--- config.mk ---
export PLATFORM = sky130hd
export DESIGN_NAME = sram_arbiter
export DESIGN_NICKNAME = d
export VERILOG_FILES = /design/src/rtl/sram_arbiter.sv
export SDC_FILE = /design/constraint.sdc
export NUM_CORES = 1
export LEC_CHECK = 0
export ABC_CLOCK_PERIOD_IN_PS = 3010
export BUFFER_PORTS_ARGS = -buffer_cell sky130_fd_sc_hd__buf_2
export CAP_MARGIN = 40
export CORE_AREA = 8 8 85 163
export DETAILED_ROUTE_END_ITERATION = 7
export DIE_AREA = 0 0 93 171
export SYNTH_ARGS = -nofsm -noshare
export SYNTH_HDL_FRONTEND = slang
export SYNTH_SLANG_ARGS = --single-unit
--- constraint.sdc ---
create_clock -name Clk -period 3.01 [get_ports Clk]
set_input_delay 0 -clock Clk [delete_from_list [all_inputs] [get_ports Clk]]
set_output_delay 0 -clock Clk [all_outputs]
set_load 0.005 [all_outputs]
--- src/rtl/sram_arbiter.sv ---
// Two-requester (CPU / debug loader) arbiter for a single-port asynchronous SRAM.
// Round-robin on ties, fixed WAIT_CYCLES strobe width, registered acks and strobes.
module sram_arbiter #(
    parameter int WAIT_CYCLES = 2
) (
    input  logic        Clk,
    input  logic        Reset,
    // CPU requester
    input  logic        cpu_req,
    input  logic        cpu_we,
    input  logic [15:0] cpu_addr,
    input  logic [15:0] cpu_wdata,
    output logic [15:0] cpu_rdata,
    output logic        cpu_ack,
    // debug / loader requester
    input  logic        dbg_req,
    input  logic        dbg_we,
    input  logic [15:0] dbg_addr,
    input  logic [15:0] dbg_wdata,
    output logic [15:0] dbg_rdata,
    output logic        dbg_ack,
    // SRAM side
    output logic [15:0] ADDR,
    output logic [15:0] Data_to_SRAM,
    input  logic [15:0] Data_from_SRAM,
    output logic        OE,
    output logic        WE,
    output logic        busy
);

    typedef enum logic [1:0] {
        IDLE   = 2'd0,
        ACCESS = 2'd1,
        DONE   = 2'd2
    } state_t;

    localparam logic       OWN_CPU  = 1'b0;
    localparam logic       OWN_DBG  = 1'b1;
    localparam logic [3:0] LAST_CNT = 4'(WAIT_CYCLES - 1);

    state_t      r_state;
    logic [3:0]  r_cnt;
    logic        r_owner;
    logic        r_last_grant;
    logic        r_we_lat;
    logic [15:0] r_addr;
    logic [15:0] r_wdata;
    logic [15:0] r_cpu_rdata;
    logic [15:0] r_dbg_rdata;
    logic        r_oe;
    logic        r_we;
    logic        r_cpu_ack;
    logic        r_dbg_ack;
    logic        r_busy;

    logic        w_any_req;
    logic        w_grant_dbg;
    logic        w_sel_we;
    logic [15:0] w_sel_addr;
    logic [15:0] w_sel_wdata;

    // Debug wins only when alone, or on a tie when the CPU was served last.
    assign w_any_req   = cpu_req | dbg_req;
    assign w_grant_dbg = dbg_req & (~cpu_req | (r_last_grant == OWN_CPU));
    assign w_sel_we    = w_grant_dbg ? dbg_we    : cpu_we;
    assign w_sel_addr  = w_grant_dbg ? dbg_addr  : cpu_addr;
    assign w_sel_wdata = w_grant_dbg ? dbg_wdata : cpu_wdata;

    always_ff @(posedge Clk or posedge Reset) begin
        if (Reset) begin
            r_state      <= IDLE;
            r_cnt        <= 4'd0;
            r_owner      <= OWN_CPU;
            r_last_grant <= OWN_DBG;
            r_we_lat     <= 1'b0;
            r_addr       <= 16'h0000;
            r_wdata      <= 16'h0000;
            r_cpu_rdata  <= 16'h0000;
            r_dbg_rdata  <= 16'h0000;
            r_oe         <= 1'b0;
            r_we         <= 1'b0;
            r_cpu_ack    <= 1'b0;
            r_dbg_ack    <= 1'b0;
            r_busy       <= 1'b0;
        end else begin
            case (r_state)
                IDLE: begin
                    if (w_any_req) begin
                        r_owner      <= w_grant_dbg;
                        r_last_grant <= w_grant_dbg;
                        r_we_lat     <= w_sel_we;
                        r_addr       <= w_sel_addr;
                        r_wdata      <= w_sel_wdata;
                        r_cnt        <= 4'd0;
                        r_oe         <= ~w_sel_we;
                        r_we         <= w_sel_we;
                        r_busy       <= 1'b1;
                        r_state      <= ACCESS;
                    end
                end
                ACCESS: begin
                    if (r_cnt == LAST_CNT) begin
                        r_oe  <= 1'b0;
                        r_we  <= 1'b0;
                        // Read data is sampled on the edge that closes the strobe window.
                        if (!r_we_lat) begin
                            if (r_owner == OWN_DBG) r_dbg_rdata <= Data_from_SRAM;
                            else                    r_cpu_rdata <= Data_from_SRAM;
                        end
                        r_cpu_ack <= (r_owner == OWN_CPU);
                        r_dbg_ack <= (r_owner == OWN_DBG);
                        r_state   <= DONE;
                    end else begin
                        r_cnt <= r_cnt + 4'd1;
                    end
                end
                DONE: begin
                    r_cpu_ack <= 1'b0;
                    r_dbg_ack <= 1'b0;
                    r_busy    <= 1'b0;
                    r_state   <= IDLE;
                end
                default: begin
                    r_oe      <= 1'b0;
                    r_we      <= 1'b0;
                    r_cpu_ack <= 1'b0;
                    r_dbg_ack <= 1'b0;
                    r_busy    <= 1'b0;
                    r_state   <= IDLE;
                end
            endcase
        end
    end

    assign ADDR         = r_addr;
    assign Data_to_SRAM = r_wdata;
    assign OE           = r_oe;
    assign WE           = r_we;
    assign busy         = r_busy;
    assign cpu_ack      = r_cpu_ack;
    assign dbg_ack      = r_dbg_ack;
    assign cpu_rdata    = r_cpu_rdata;
    assign dbg_rdata    = r_dbg_rdata;

endmodule

==> run metrics <==
ys async rst share 100.0%; final net count ~500; worst-path fanout max 16; minimum clock period about 2.2 ns; Max Slew Vio Count 0; routing usage on met2 about a fifth; post-DR vias/cell 4.513; vias in the first global route just under 3000; RSZ-0062 raised after global routing false; port buffer count about 150; CP arrival between 2 and 2.5 ns; Boundary Pins around 160; largest net degree at the start of global routing 44; Worst slew margin 61.65%; CTS sink cnt 78; M1 GR Usage 11.03%; drt wl/cell roughly 16 µm; Final Core Density ~42%; CP Cell Sequence inv_1 > ha_1 > nor3b_2 > nand4_2 > mux2_2; Crit Path Category flip-flop to flip-flop; Congestion Overflow GR 0; Syn Area/Cell approximately 15 µm²; Mapped Area around 3400 µm²; CTS root buf clkbuf_16; GRT Resource Usage Total roughly an eighth; worst skew pair latency around 0.33 ns; FF+latch count, synth 78; initial antenna violation count 0; Detailed Route Iter0 Violations between 50 and 60; syn nets ~320; power per cell area between 900 and 1000 nW/µm²; # DRC 0; Die Area roughly 16000 µm²; # H-tree levels 3; clock transition at the registers of the reported paths 0.06 ns; Final TNS setup 0 ns; clock buffer count from CTS 9; layout cells sized above 1 about two thirds; CP Launch Type flip-flop; Seq/Total Area, Yosys between 50% and 60%; first-pass GRT wire length approximately 15000 µm; Final period util roughly three quarters; final hold viol count 0; die width between 90 and 100 µm; Post-synth top flop dfrtp_1; dpl hpwl just over 7000 µm; core region area between 10000 and 15000 µm²; Antenna Nets Post-Route 0; largest area contributor in the netlist dfrtp_1; Clock Tree Buf Depth 2; Critical Path RT 3.22 ns; top cell types by occurrence after synthesis 98 x mux2_2, 77 x dfrtp_1, 6 x inv_1, 5 x clkbuf_1, 5 x o21ai_0; most numerous cell in the Yosys netlist mux2_2; DIE HEIGHT 171 µm; VDD IR-drop max 587.0 µV; area grow syn2layout 42.35%; achievable frequency around 0.45 GHz; gpl congestion between 0.7 and 0.8; Detailed Routing Iterations Pass 1 5; Layout Skew 0.008535 ns; outcome finished clean; final WL 8920 µm; fill count around 1100; # rows 56; Crit path largest cell delay ~0.56 ns; HP Class primary input to flip-flop; Ys Warns 0; top cells by area, synth dfrtp_1 56%, mux2_2 32%, mux2i_1 0.87%; top cell type's share of synthesized area between 50% and 60%; antenna fix cells 0; GR Util met3 ~4.5%; Initial Util a little under 30%; Final setup viols 0; number of synthesized flops with an enable pin 0; slew at the pin closest to its max-slew limit ~0.57 ns; via count between 2000 and 3000; Cell variety after synth 32; max-capacitance violation count 0; CTS tree built; crit end category flip-flop; leakage roughly 0.0023 µW; Top Usage Layer GRT met2; Crit-path slowest cell nand4_2; Gate Count Post-Synth roughly 230
-- final timing paths --
| kind | slack, ns | from | endpoint | cells past startpoint |
|---|---|---|---|---|
| min in group asynchronous | 0.18 | Reset | ADDR[14]$_DFFE_PP0P_ | 3 |
| max | 0.78 | r_cnt[1]$_DFFE_PP0P_ | dbg_rdata[4]$_DFFE_PP0P_ | 5 |
| min reg2reg | 0.50 | ADDR[3]$_DFFE_PP0P_ | ADDR[3]$_DFFE_PP0P_ | 1 |
| max in group asynchronous | 2.23 | Reset | r_last_grant$_DFFE_PP1P_ | 4 |
| min | 0.02 | dbg_we | OE$_DFFE_PP0P_ | 3 |
| max reg2reg | 0.78 | r_cnt[1]$_DFFE_PP0P_ | dbg_rdata[4]$_DFFE_PP0P_ | 5 |
-- cell usage in the layout, fill, tap and decap left out --
| master | n |
|---|---|
| a21oi_1 | 3 |
| nor2b_1 | 3 |
| nor4_4 | 1 |
| o2bb2ai_1 | 1 |
| buf_12 | 1 |
| or4_2 | 1 |
| o22ai_1 | 3 |
| o21ai_0 | 5 |
| clkbuf_16 | 9 |
| nand3_1 | 3 |
| nand2b_1 | 1 |
| mux2_2 | 98 |
| clkinvlp_4 | 1 |
| o211ai_1 | 1 |
| nor2_1 | 2 |
| bufinv_16 | 2 |
| buf_2 | 154 |
| clkinv_2 | 2 |
| nand4_2 | 1 |
| nor3b_2 | 1 |
| nand2_1 | 2 |
| buf_4 | 4 |
| dlygate4sd3_1 | 18 |
| inv_1 | 5 |
| a311oi_1 | 1 |
| dfrtp_1 | 77 |
| a21boi_4 | 1 |
| o21a_1 | 1 |
| or2_2 | 2 |
| or3b_1 | 1 |
| nor2_4 | 1 |
| o221ai_1 | 1 |
| clkinv_4 | 3 |
| dfstp_2 | 1 |
| mux2i_1 | 3 |
| ha_1 | 2 |
-- logic make-up (layout without fill, tap and decap cells) --
group | after synthesis | after routing | share of synthesized area, %
fa+ha+maj | 2 | 2 | 0.7264
buf+inv | 17 | 199 | 2.433
mux | 101 | 101 | 32.91
simple gates | 19 | 19 | 3.996
flops | 78 | 78 | 56.70
compound gates | 17 | 17 | 3.233
-- layer usage --
layer	wire length [µm]	vias up	part of all wire, %
li1	-	1199	-
met1	3058	1216	34
met2	4871	107	55
met3	834	10	9.3
met4	154	0	1.7
met5	0	-	0
-- stage by stage --
stage / total power (µW) / std cells / worst slack (ns) / instance area (µm²) / hold WS, ns
after floorplan: 2990 / 234 / 0.9329 / 3445 / 0.1505
after global routing: 5259 / 561 / 0.5820 / 4903 / 0.02194
after detailed placement: 3795 / 527 / 0.8127 / 4399 / -0.01801
after global placement: 3726 / 526 / 0.9444 / 4379 / 0.2465
after CTS: 4996 / 561 / 0.7767 / 4903 / 0.007659
final: 4888 / 561 / 0.7843 / 4903 / 0.01835
-- sequential cells by signal, indices dropped and copies added, names as in the netlist --
signal	flops
Data_to_SRAM	16
r_state	2
r_we_lat	1
OE	1
dbg_rdata	16
r_owner	1
r_cnt	4
cpu_rdata	16
busy	1
WE	1
cpu_ack	1
r_last_grant	1
dbg_ack	1
ADDR	16
-- report_power, final --
| group | leakage [µW] | total [µW] | internal, µW | switching, µW |
|---|---|---|---|---|
| logic | 0.00124 | 1840 | 1050 | 793 |
| registers | 0.000928 | 1890 | 1590 | 306 |
| clock network | 0.000156 | 1150 | 728 | 422 |
-- critical path: cells and delay by family, from the launching register on --
family / cells / cell delay [ns]
buffers and inverters: 1 / 0.07
AND/OR/NAND/NOR: 2 / 1.01
flip-flops: 1 / 0.41
multiplexers: 1 / 0.46
adder cells (fa/ha/maj): 1 / 0.15
-- area by class of cell --
cell class / count / area [µm²] / share of cell area [%]
Multi-Input combinational cell: 139 / 1420 / 28.96
Clock inverter: 7 / 98.84 / 2.016
Tap cell: 145 / 181.4 / 3.700
Timing Repair Buffer: 177 / 1001 / 20.41
Inverter: 6 / 23.77 / 0.4848
Clock buffer: 9 / 225.2 / 4.593
Sequential cell: 78 / 1953 / 39.83
-- repair_timing --
action,CTS,global route
resized for setup,0,0
endpoints found under the hold margin,97,0
buffers inserted,0,0
hold buffers,18,0
No activity file was read; power rests on OpenSTA's default activity.
